**src/rtl/controle_display.sv**
```systemverilog
// Display source controller: shows the number by default and, on a letter request,
// switches the 7-segment converter to the letter for HOLD*DIV cycles before returning.
module controle_display #(
    parameter int DIV  = 50000,
    parameter int HOLD = 200
) (
    input  logic       clock,
    input  logic       zera_as_n,
    input  logic       zera_s,
    input  logic       num_valid,
    input  logic [7:0] num_dado,
    output logic       num_ready,
    input  logic       let_valid,
    input  logic [4:0] let_dado,
    output logic       let_ready,
    output logic [7:0] numero,
    output logic [4:0] letra,
    output logic       select,
    output logic       zera_contador_display,
    output logic [1:0] db_estado
);

    localparam int W_PRESC = (DIV  > 1) ? $clog2(DIV)  : 1;
    localparam int W_HOLD  = (HOLD > 1) ? $clog2(HOLD) : 1;
    localparam logic [W_PRESC-1:0] PRESC_MAX = W_PRESC'(DIV - 1);
    localparam logic [W_HOLD-1:0]  HOLD_MAX  = W_HOLD'(HOLD - 1);

    typedef enum logic [1:0] {
        NUM     = 2'd0,
        CARREGA = 2'd1,
        MOSTRA  = 2'd2,
        VOLTA   = 2'd3
    } estado_t;

    estado_t              r_estado;
    estado_t              w_prox;
    logic [7:0]           r_numero;
    logic [4:0]           r_letra;
    logic                 r_select;
    logic                 r_zera;
    logic [W_PRESC-1:0]   r_presc;
    logic [W_HOLD-1:0]    r_hold;
    logic                 w_num_fire;
    logic                 w_let_fire;
    logic                 w_tick;
    logic                 w_fim;

    assign num_ready = ~zera_s;
    assign let_ready = ~zera_s & ((r_estado == NUM) | (r_estado == MOSTRA));

    assign w_num_fire = num_valid & num_ready;
    assign w_let_fire = let_valid & let_ready;
    assign w_tick     = (r_estado == MOSTRA) && (r_presc == PRESC_MAX);
    assign w_fim      = w_tick && (r_hold == HOLD_MAX);

    // A letter accepted in MOSTRA restarts the display ahead of hold expiry.
    always_comb begin
        w_prox = r_estado;
        case (r_estado)
            NUM:     if (w_let_fire) w_prox = CARREGA;
            CARREGA: w_prox = MOSTRA;
            MOSTRA: begin
                if (w_let_fire)
                    w_prox = CARREGA;
                else if (w_fim)
                    w_prox = VOLTA;
            end
            VOLTA:   w_prox = NUM;
            default: w_prox = NUM;
        endcase
    end

    always_ff @(posedge clock or negedge zera_as_n) begin
        if (!zera_as_n) begin
            r_estado <= NUM;
            r_numero <= '0;
            r_letra  <= '0;
            r_select <= 1'b0;
            r_zera   <= 1'b0;
            r_presc  <= '0;
            r_hold   <= '0;
        end else if (zera_s) begin
            r_estado <= NUM;
            r_numero <= '0;
            r_letra  <= '0;
            r_select <= 1'b0;
            r_zera   <= 1'b0;
            r_presc  <= '0;
            r_hold   <= '0;
        end else begin
            if (w_num_fire)
                r_numero <= num_dado;
            if (w_let_fire)
                r_letra <= let_dado;
            r_estado <= w_prox;
            r_select <= (w_prox == CARREGA) || (w_prox == MOSTRA);
            r_zera   <= (w_prox == CARREGA) || (w_prox == VOLTA);
            // Counters only run while staying in MOSTRA; any other next state zeroes them.
            if ((w_prox != MOSTRA) || (r_estado != MOSTRA)) begin
                r_presc <= '0;
                r_hold  <= '0;
            end else if (w_tick) begin
                r_presc <= '0;
                r_hold  <= r_hold + W_HOLD'(1);
            end else begin
                r_presc <= r_presc + W_PRESC'(1);
            end
        end
    end

    assign numero                = r_numero;
    assign letra                 = r_letra;
    assign select                = r_select;
    assign zera_contador_display = r_zera;
    assign db_estado             = r_estado;

endmodule

```
**config.mk**
```make
export PLATFORM = sky130hd
export DESIGN_NAME = controle_display
export DESIGN_NICKNAME = d
export VERILOG_FILES = /design/src/rtl/controle_display.sv
export SDC_FILE = /design/constraint.sdc
export NUM_CORES = 1
export LEC_CHECK = 0
export ABC_AREA = 1
export BUFFER_PORTS_ARGS = -buffer_cell sky130_fd_sc_hd__buf_4
export CAP_MARGIN = 20
export CORE_MARGIN = 1
export CORE_UTILIZATION = 49
export CTS_CLUSTER_DIAMETER = 200
export DETAILED_ROUTE_END_ITERATION = 8
export PLACE_DENSITY = 0.69
export SETUP_SLACK_MARGIN = 0.3
export SYNTH_ARGS = -nofsm -noshare
export SYNTH_HDL_FRONTEND = slang
export SYNTH_SLANG_ARGS = --single-unit
```
**constraint.sdc**
```tcl
create_clock -name clock -period 2.05 [get_ports clock]
set_input_delay 0.3075 -clock clock [delete_from_list [all_inputs] [get_ports clock]]
set_output_delay 0.3075 -clock clock [all_outputs]
set_load 0.005 [all_outputs]
```
==> results of run 1 <==
## layer usage
metal  up-vias  routed length, um  global-route usage
li1       1019                  -                   -
met1       914               2310               0.310
met2        65               2280               0.335
met3        14                273              0.0567
met4         0                114              0.0884
met5         -                  0                   0
## critical path, stage by stage, from the launching register on
cell     delay, ns
dfrtp_1       0.42
ha_2          0.21
nand3_4       0.09
inv_2         0.06
nand4_1       0.10
and2_1        0.14
ha_2          0.18
nand2_4       0.07
nor2_4        0.15
nand2_4       0.11
buf_6         0.14
nor3b_2       0.15
## where the power goes
part           internal (mW)  switching, mW  total, mW
sequential             0.808         0.0114      0.819
combinational         0.0678         0.0673      0.135
clock                  0.361          0.265      0.626
## through the flow
stage | std cells | worst slack (ns) | power (mW)
final | 396 | 0.140 | 1.58
after detailed placement | 373 | 0.0610 | 0.970
after global placement | 373 | 0.123 | 0.969
after global routing | 396 | 0.0301 | 1.64
after CTS | 394 | 0.136 | 1.60
after floorplan | 284 | 0.269 | 0.879
## logic make-up after synthesis
family / after synthesis / synth area share
xor+xnor: 4 / 0.0158
fa+ha+maj: 3 / 0.0169
simple gates: 167 / 0.373
compound gates: 22 / 0.0519
buf+inv: 48 / 0.0909
flops: 40 / 0.451
## final cells by class
cell class / count / area share
clock buffers: 6 / 0.0251
flip-flops and latches: 40 / 0.346
clock inverters: 2 / 0.0121
multi-input cells: 197 / 0.383
repair buffers: 58 / 0.157
inverters: 41 / 0.0544
well taps: 52 / 0.0225
## worst min path at each step
stage / startpoint / to / slack (ns) / cells past startpoint
5_1_grt: zera_as_n / r_presc[13]$_DFF_PN0_ / 0.03 / 1
6_report: zera_as_n / r_presc[14]$_DFF_PN0_ / -0.03 / 1
4_1_cts: zera_as_n / r_presc[14]$_DFF_PN0_ / 0.003 / 1
3_5_place_dp: zera_as_n / r_presc[14]$_DFF_PN0_ / 0.32 / 1
3_3_place_gp: zera_as_n / r_presc[14]$_DFF_PN0_ / 0.31 / 1
2_1_floorplan: zera_as_n / db_estado[1]$_DFF_PN0_ / 0.01 / 0
## synthesized netlist by cell type, types with 4 or more instances
cell,number
nand2_1,52
nor2_1,43
dfrtp_1,40
inv_1,37
nand3_1,36
o21ai_0,14
nand4_1,8
nor2_2,5
nor3_1,5
nand2_2,4
## sequential cells by signal, summed over array words and instances (netlist names)
| register | count |
|---|---|
| r_hold | 8 |
| select | 1 |
| r_presc | 16 |
| numero | 8 |
| zera_contador_display | 1 |
| db_estado | 1 |
| letra | 5 |
## placed cells by master (no fill, tap or decap), types with 2 or more instances in the layout
| cell | synthesis | final |
|---|---|---|
| nand2_2 | 4 | 8 |
| nor2_4 | 3 | 7 |
| nor2_2 | 5 | 8 |
| buf_4 | 1 | 54 |
| nand2_4 | 2 | 4 |
| nor2_1 | 43 | 36 |
| nand4_1 | 8 | 8 |
| buf_6 | 2 | 3 |
| nand3_4 | 1 | 2 |
| a21oi_1 | 3 | 3 |
| inv_2 | 3 | 5 |
| dfrtp_1 | 40 | 39 |
| o21ai_1 | 3 | 5 |
| nand3_1 | 36 | 35 |
| clkinv_2 | 1 | 2 |
| inv_1 | 37 | 34 |
| ha_2 | 0 | 3 |
| clkbuf_8 | 0 | 5 |
| xor2_1 | 3 | 3 |
| nand2_1 | 52 | 47 |
| nor3_2 | 1 | 2 |
| o21ai_0 | 14 | 12 |
| nor3_1 | 5 | 4 |
## repair_timing
action,4_1_cts,5_1_grt
gates cloned,1,0
setup buffers,12,2
gates resized for setup,9,20
pin swaps,9,11
endpoints found under the setup margin,23,25
==> results.ini, run 1 <==
[layout]
n_antenna_cell = 0
filler_cell_count = 367
area_growth_pct = 30.6
final_cell_area_mm2 = 0.00290
post-route-util = 0.665
seqCellArea_mm2 = 0.00100
multi_input_area_mm2 = 0.00111
nNetsFinal = 364
drive_gt1_frac = 0.328

[yosys]
ys.flop_type = dfrtp_1
syn_nets = 305
synth_cell_type_count = 34
syn_area_mm2 = 0.00222
synth.area.top_cells = dfrtp_1, nand2_1, nand3_1
synth_top_area_cell = dfrtp_1
syn_avg_cell_area_um2 = 7.81
netlist_instances = 284
ys_seq_area_frac = 0.451
synth_seq_cells = 40
synth_top_cell_area_share = 0.451
ys_warn_count = 0
synth-edff-count = 0
synthArstFlopShare = 1.00

[grt]
grt_remaining_overflow = 0
antenna_found_initial = 0
grt_max_degree = 41
grt_util_all_layers = 0.223
grt_pass1_vias = 1918
grt_pass1_wl_um = 8540

[critical_path]
endpoint_kind = flop
r2r-end = r_presc[10]$_DFF_PN0_
startpoint_type = flop
crit_start = r_presc[0]$_DFF_PN0_
critPathKind = flop to flop
cp.arrival_ns = 2.12
worst_ep_required_time_ns = 2.26
crit_end = r_presc[10]$_DFF_PN0_
r2r_slack_ns = 0.14
r2r_start = r_presc[0]$_DFF_PN0_
rr_worst_depth = 11
crit_fanout = 5

[floorplanning]
die_w_um = 69.3
die-area_mm2 = 0.00480
chipHeight_um = 69.3
num_rows = 24
core_mm2 = 0.00435
ioPinCount = 37
initial_core_util = 0.509

[timing]
slew_headroom = 0.667
slew_viol_final = 0
holdWs_ns = -0.0275
setup_viol = 0
finalHoldViolations = 27
min_period_ns = 1.91
worst_pin_slew_ns = 0.500
finClkSkew_ns = 0.00214
max_freq_mhz = 524
period_share = 0.932
tns_ns = 0
grt_setup_unrepaired = yes

[placed_design]
io_buffers = 36
place_area_mm2 = 0.00259
place.gp.congestion = 0.907
dp_hpwl_um = 3440

[routing]
via_per_inst = 5.08
routedWlPerCell_um = 12.6
drt_first_pass_iters = 4
ant_nets = 0
drt_wl_total_um = 4980
vias = 2012
drtIter0Drc = 173
drc = 0

[cts]
htree_levels = 2
cts_made_buffers = 5
cts_tree = done
cts_hold_buf = 0
clkTransAtPathRegs_ns = 0.07
clk_latency_ns = 0.29
cts_root_buf = clkbuf_8
cts_sinks = 40
clockBufferDepth = 2

[worst_hold_path]
worst_hold_path_type = input port to async pin

[run]
maxCapViolCount = 0

[status]
violations = negative hold slack
status = finished, violations left

[power_and_ir_drop]
ir_drop_uv = 313
p_leak_nw = 1.35
p_per_area_mw_per_mm2 = 545

Power figures use the tool's default switching activity.
==> inputs of run 2 (changes only) <==
- PLACE_DENSITY: 0.69 -> 0.72
- clock period: 2.05 -> 1.7 ns (I/O delays scaled with it)
==> run 2 against run 1 <==
Net effect:
- the flow finishes with violations (negative setup slack)
- cell count grew 5.8%
- global-route usage up 1.9 points
- setup slack lost 0.42 ns
- critical endpoint is now r_hold[3]$_DFFE_PN0P_
- clock-buffer cell count unchanged
- maximum frequency down 3.7%
- core utilization grew 4.7 points
- wire length rose by 15%
- highest routed layer unchanged
- first-iteration DRC count grew 25%
- clock skew up 0.013 ns
- clock power is 2% higher
==> results.ini, run 2 (synthesized netlist as in run 1, its figures left out) <==
[status]
status = finished, violations left  ; unchanged
violations = negative setup slack  ; was negative hold slack

[floorplanning]
die_w_um = 69.3  ; unchanged
ioPinCount = 37  ; unchanged
initial_core_util = 0.509  ; unchanged
core_mm2 = 0.00435  ; unchanged
chipHeight_um = 69.3  ; unchanged
die-area_mm2 = 0.00480  ; unchanged
num_rows = 24  ; unchanged

[power_and_ir_drop]
p_seq_frac = 0.546  ; was 0.518
power.internal_mw = 1.36  ; was 1.24 mW
p_comb_frac = 0.100  ; was 0.086
switchingPower_mw = 0.450  ; was 0.344 mW
pwr-share-clk = 0.354  ; was 0.396
p_leak_nw = 1.48  ; was 1.35 nW
p_per_area_mw_per_mm2 = 583  ; was 545 mW/mm^2
ir_drop_uv = 489  ; was 313 uV
swShare = 0.249  ; was 0.217

[layout]
layout_common_cells = buf_4, nand2_1, dfrtp_1  ; unchanged
layout_commonest_cell = buf_4  ; unchanged
filler_cell_count = 343  ; was 367
nNetsFinal = 387  ; was 364
area_growth_pct = 39.8  ; was 30.6%
n_antenna_cell = 0  ; unchanged
regMostFlops = r_presc  ; unchanged
largest_register_ff_count = 16  ; unchanged
drive_gt1_frac = 0.395  ; was 0.328

[timing]
period_share = 1.17  ; was 0.932
finClkSkew_ns = 0.0151  ; was 0.00214 ns
finalHoldViolations = 0  ; was 27
setup_slack_ns = -0.283  ; was 0.140 ns
slew_headroom = 0.658  ; was 0.667
setup_viol = 24  ; was 0
holdWs_ns = 0.175  ; was -0.0275 ns
min_period_ns = 1.98  ; was 1.91 ns
max_freq_mhz = 504  ; was 524 MHz
worst_pin_slew_ns = 0.514  ; was 0.500 ns
slew_viol_final = 0  ; unchanged
grt_setup_unrepaired = yes  ; unchanged
tns_ns = -5.45  ; was 0 ns

[critical_path]
crit_path_frequent_cell = nand2_4
startpoint_type = flop  ; unchanged
crit_slowest_cell = dfrtp_1  ; unchanged
r2r_slack_ns = -0.28  ; was 0.14 ns
r2r-end = r_hold[3]$_DFFE_PN0P_  ; was r_presc[10]$_DFF_PN0_
worst_ep_required_time_ns = 1.92  ; was 2.26 ns
crit_chain = ha_2 -> nand2_2 -> inv_2 -> nand3_2 -> nor2_2 -> nand4_1 -> and2_4 -> ha_4 -> nand2_4 -> nor2_4 -> nand2_4 -> buf_12 -> nand2_4 -> o21ai_2  ; was ha_2 -> nand3_4 -> inv_2 -> nand4_1 -> and2_1 -> ha_2 -> nand2_4 -> nor2_4 -> nand2_4 -> buf_6 -> nor3b_2
cp.arrival_ns = 2.20  ; was 2.12 ns
worst-path-buf-inv = 2  ; unchanged
endpoint_kind = flop  ; unchanged
max_stage_delay_ns = 0.38  ; was 0.42 ns
r2r_start = r_hold[0]$_DFFE_PN0P_  ; was r_presc[0]$_DFF_PN0_
crit_start = r_hold[0]$_DFFE_PN0P_  ; was r_presc[0]$_DFF_PN0_
crit_fanout = 5  ; unchanged
rr_worst_depth = 14  ; was 11
crit_family = simple AND/OR/NAND/NOR gates  ; unchanged
critPathKind = flop to flop  ; unchanged

[cts]
clkTransAtPathRegs_ns = 0.09  ; was 0.07 ns
clockBufferDepth = 2  ; unchanged
htree_levels = 2  ; unchanged
cts_tree = done  ; unchanged
cts_sinks = 40  ; unchanged
cts_root_buf = clkbuf_8  ; unchanged
clk_latency_ns = 0.30  ; was 0.29 ns
cts_made_buffers = 5  ; unchanged

[placed_design]
detailedPlace.worstSlack_ns = -0.173  ; was 0.0610 ns
io_buffers = 36  ; unchanged
dp_hpwl_um = 3830  ; was 3440 um
place.gp.congestion = 0.864  ; was 0.907

[routing]
drt_wl_total_um = 5700  ; was 4980 um
drtIter0Drc = 217  ; was 173
drt_first_pass_iters = 4  ; unchanged
routedWlPerCell_um = 13.6  ; was 12.6 um
via_per_inst = 5.13  ; was 5.08
drc = 0  ; unchanged
ant_nets = 0  ; unchanged
vias = 2149  ; was 2012

[worst_hold_path]
whs_endpoint = letra[2]$_DFFE_PN0P_
min_from = let_dado[2]
worstHoldPathCells = 3
worst_hold_path_type = input port to flop  ; was input port to async pin

[run]
maxCapViolCount = 0  ; unchanged

[grt]
grt_pass1_wl_um = 9290  ; was 8540 um
grt_util_all_layers = 0.243  ; was 0.223
grt_max_degree = 41  ; unchanged
grt_remaining_overflow = 0  ; unchanged
grt_pass1_vias = 2144  ; was 1918
antenna_found_initial = 0  ; unchanged

## run 2: repair_timing
item,4_1_cts,5_1_grt
endpoints found under the setup margin,26,27
hold buffers,1,0
endpoints found under the hold margin,40,0
pin swaps,2,5
buffers inserted,5,1
gates cloned,1,0
resized for setup,16,16
## run 2: cell type report
class / count / area, um^2 / share of cell area
tap: 52 / 65.1 / 0.0210
clock inverter: 2 / 16.3 / 0.00525
clock buffer: 6 / 72.6 / 0.0234
inverter: 41 / 160 / 0.0517
timing repair buffer: 81 / 642 / 0.207
sequential: 40 / 1000 / 0.323
multi-input combinational: 197 / 1140 / 0.368
## run 2: metrics by stage
stage                     power, mW   util  std cells  instance area [um^2]
after floorplan                1.06      -        284                  2270
after global placement         1.18  0.653        403                  2850
after detailed placement       1.18  0.653        403                  2850
after CTS                      1.83  0.698        418                  3040
after global routing           1.88  0.712        419                  3100
final                          1.81  0.712        419                  3100
## run 2: worst max-delay path by stage
stage / to / slack, ns / depth (start not counted)
after floorplan: r_presc[15]$_DFF_PN0_ / -0.05 / 15
after global placement: r_hold[5]$_DFFE_PN0P_ / -0.09 / 14
after detailed placement: r_presc[6]$_DFF_PN0_ / -0.17 / 13
after CTS: r_presc[10]$_DFF_PN0_ / -0.18 / 13
after global routing: r_hold[5]$_DFFE_PN0P_ / -0.36 / 14
final: r_hold[3]$_DFFE_PN0P_ / -0.28 / 14
## run 2: per-layer routing
| metal | GRT usage | share of wire | vias to the layer above | wire, um |
|---|---|---|---|---|
| met5 | 0 | 0 | - | 0 |
| met4 | 0.111 | 0.024 | 0 | 138 |
| met3 | 0.0509 | 0.065 | 16 | 373 |
| met2 | 0.405 | 0.47 | 88 | 2710 |
| met1 | 0.302 | 0.44 | 974 | 2480 |
| li1 | - | - | 1071 | - |
## run 2: tightest hold or removal path, delay by kind of cell
kind | cells | cell delay [ns]
and+or+nand+nor | 2 | 0.12
buffers and inverters | 1 | 0.07
## run 2: power by group through the flow
stage                     logic, mW  registers [mW]  clock network [mW]
after floorplan              0.0562            1.01                   0
after global placement        0.174            1.01                   0
after detailed placement      0.178            1.01                   0
after CTS                     0.181           0.988               0.658
after global routing          0.199           0.991               0.689
final                         0.180           0.988               0.641
==> inputs of run 3 (changes only) <==
- PLACE_DENSITY: 0.72 -> 0.69
- clock period: 1.7 -> 2 ns (I/O delays scaled with it)
==> run 3 against run 2 <==
Net effect:
- the run now ends clean
- global-route usage is 1.2 points lower
- die area stayed put
- clock skew is 0.0078 ns lower
- critical path depth is 1 lower
- combinational power is 22% lower
- maximum frequency is 1.9% higher
- final area is 5.1% lower
- clock power is 2% higher
- cell count is 5.0% lower
- register-to-register slack better by 0.34 ns
- largest power group unchanged
- highest routed layer unchanged
==> results.ini, run 3 (synthesized netlist as in run 1, its figures left out) <==
[floorplanning]
die-area_mm2 = 0.00480  ; unchanged
chipHeight_um = 69.3  ; unchanged
core_mm2 = 0.00435  ; unchanged
initial_core_util = 0.509  ; unchanged
die_w_um = 69.3  ; unchanged
ioPinCount = 37  ; unchanged
num_rows = 24  ; unchanged

[routing]
drt_wl_total_um = 5020  ; was 5700 um
drc = 0  ; unchanged
drt_first_pass_iters = 4  ; unchanged
via_per_inst = 5.11  ; was 5.13
routedWlPerCell_um = 12.6  ; was 13.6 um
drtIter0Drc = 107  ; was 217
ant_nets = 0  ; unchanged
vias = 2035  ; was 2149

[layout]
largest_register_ff_count = 16  ; unchanged
filler_cell_count = 369  ; was 343
drive_gt1_frac = 0.338  ; was 0.395
area_growth_pct = 32.7  ; was 39.8%
final_cell_area_mm2 = 0.00294  ; was 0.00310 mm^2
seqCellArea_mm2 = 0.00100  ; unchanged
regMostFlops = r_presc  ; unchanged
layout_common_cells = buf_4, nand2_1, dfrtp_1  ; unchanged
instances_no_fill = 398  ; was 419
n_antenna_cell = 0  ; unchanged
layout_commonest_cell = buf_4  ; unchanged
multi_input_area_mm2 = 0.00113  ; was 0.00114 mm^2
nNetsFinal = 366  ; was 387
post-route-util = 0.676  ; was 0.712

[worst_hold_path]
worstHoldPathCells = 3  ; unchanged
whs_endpoint = letra[2]$_DFFE_PN0P_  ; unchanged
min_from = let_dado[2]  ; unchanged
worst_hold_path_type = input port to flop  ; unchanged

[critical_path]
critPathKind = flop to flop  ; unchanged
startpoint_type = flop  ; unchanged
rr_worst_depth = 13  ; was 14
crit_fanout = 8  ; was 5
worst_ep_required_time_ns = 2.23  ; was 1.92 ns
r2r_start = r_hold[1]$_DFFE_PN0P_  ; was r_hold[0]$_DFFE_PN0P_
endpoint_kind = flop  ; unchanged
crit_slowest_cell = dfrtp_1  ; unchanged
crit_chain = ha_2 -> nand2_2 -> inv_2 -> nand3_2 -> nor2_2 -> nand4_1 -> and2_1 -> ha_2 -> nand2_4 -> nor2_4 -> nand2_8 -> buf_8 -> nor2_2  ; was ha_2 -> nand2_2 -> inv_2 -> nand3_2 -> nor2_2 -> nand4_1 -> and2_4 -> ha_4 -> nand2_4 -> nor2_4 -> nand2_4 -> buf_12 -> nand2_4 -> o21ai_2
r2r-end = r_presc[1]$_DFF_PN0_  ; was r_hold[3]$_DFFE_PN0P_
cp.arrival_ns = 2.17  ; was 2.20 ns
r2r_slack_ns = 0.05  ; was -0.28 ns
max_stage_delay_ns = 0.40  ; was 0.38 ns

[cts]
cts_made_buffers = 5  ; unchanged
cts_root_buf = clkbuf_8  ; unchanged
clkTransAtPathRegs_ns = 0.08  ; was 0.09 ns
clk_latency_ns = 0.29  ; was 0.30 ns
cts_tree = done  ; unchanged
cts_sinks = 40  ; unchanged
htree_levels = 2  ; unchanged
clockBufferDepth = 2  ; unchanged

[timing]
grt_setup_unrepaired = yes  ; unchanged
period_share = 0.973  ; was 1.17
setup_slack_ns = 0.0540  ; was -0.283 ns
min_period_ns = 1.95  ; was 1.98 ns
finClkSkew_ns = 0.00731  ; was 0.0151 ns
max_freq_mhz = 514  ; was 504 MHz
holdWs_ns = 0.229  ; was 0.175 ns
tns_ns = 0  ; was -5.45 ns
setup_viol = 0  ; was 24
finalHoldViolations = 0  ; unchanged
slew_viol_final = 0  ; unchanged
slew_headroom = 0.668  ; was 0.658
worst_pin_slew_ns = 0.498  ; was 0.514 ns

[grt]
grt_pass1_vias = 2032  ; was 2144
grt_remaining_overflow = 0  ; unchanged
grt_pass1_wl_um = 8810  ; was 9290 um
grt_util_all_layers = 0.231  ; was 0.243
grt_max_degree = 41  ; unchanged
antenna_found_initial = 0  ; unchanged

[placed_design]
io_buffers = 36  ; unchanged
dp_hpwl_um = 3470  ; was 3830 um
place_area_mm2 = 0.00262  ; was 0.00285 mm^2
dp_cells = 375  ; was 403
place.gp.congestion = 0.839  ; was 0.864
detailedPlace.worstSlack_ns = 0.0345  ; was -0.173 ns

[power_and_ir_drop]
p_per_area_mw_per_mm2 = 556  ; was 583 mW/mm^2
power_mw = 1.64  ; was 1.81 mW
p_leak_nw = 1.38  ; was 1.48 nW
ir_drop_uv = 400  ; was 489 uV

[status]
status = finished, final reports clean  ; was finished, violations left

[run]
maxCapViolCount = 0  ; unchanged

-- run 3: cell count changes in the layout (fill, tap and decap cells not counted), moves of 2 or more --
cell     delta
o21ai_1     +2
buf_4      -17
nand2_1     +5
nand2_2     -5
nor2_1      -2
o21ai_2     -3
nor2_4      +3
buf_6       -4
-- run 3: what timing repair did --
action / 4_1_cts / 5_1_grt
hold buffers: 1 / 0
setup endpoints to repair: 22 / 25
pin swaps: 12 / 11
cloned: 1 / 0
buffers inserted: 10 / 3
gates resized for setup: 12 / 18
endpoints found under the hold margin: 40 / 0
-- run 3: layout make-up --
class | instances | share of cell area
clock buffer | 6 | 0.0247
clock inverter | 2 | 0.0119
inverter | 41 | 0.0578
multi-input combinational | 197 | 0.385
sequential | 40 | 0.341
tap | 52 | 0.0221
timing repair buffer | 60 | 0.158
-- run 3: worst max-delay path by stage --
stage | startpoint | to | slack (ns) | cells past startpoint
detailed placement | r_hold[1]$_DFFE_PN0P_ | r_hold[2]$_DFFE_PN0P_ | 0.03 | 14
floorplan | r_hold[0]$_DFFE_PN0P_ | r_presc[15]$_DFF_PN0_ | 0.23 | 15
CTS | r_hold[0]$_DFFE_PN0P_ | r_presc[0]$_DFF_PN0_ | 0.1 | 13
finish | r_hold[1]$_DFFE_PN0P_ | r_presc[1]$_DFF_PN0_ | 0.05 | 13
global placement | r_presc[12]$_DFF_PN0_ | r_hold[5]$_DFFE_PN0P_ | 0.10 | 12
global route | r_hold[1]$_DFFE_PN0P_ | r_presc[15]$_DFF_PN0_ | -0.05 | 14
-- run 3: metal layers --
metal / vias to the layer above / GRT usage / share of wire
met5: - / 0 / 0
met4: 0 / 0.0930 / 0.012
met3: 5 / 0.0509 / 0.057
met2: 65 / 0.387 / 0.49
met1: 937 / 0.289 / 0.44
li1: 1028 / - / -
-- run 3: worst max-delay path, delay by kind of cell (launching register included) --
kind / cells / cell delay, ns
DFF: 1 / 0.40
and+or+nand+nor: 9 / 0.87
adders and majority gates: 2 / 0.39
buffers and inverters: 2 / 0.21
-- run 3: report_power, final --
| group | internal, mW | switching, mW | total, mW | leakage, nW |
|---|---|---|---|---|
| Clock | 0.370 | 0.284 | 0.654 | 0.0552 |
| Sequential | 0.828 | 0.0124 | 0.840 | 0.547 |
| Combinational | 0.0723 | 0.0690 | 0.141 | 0.773 |
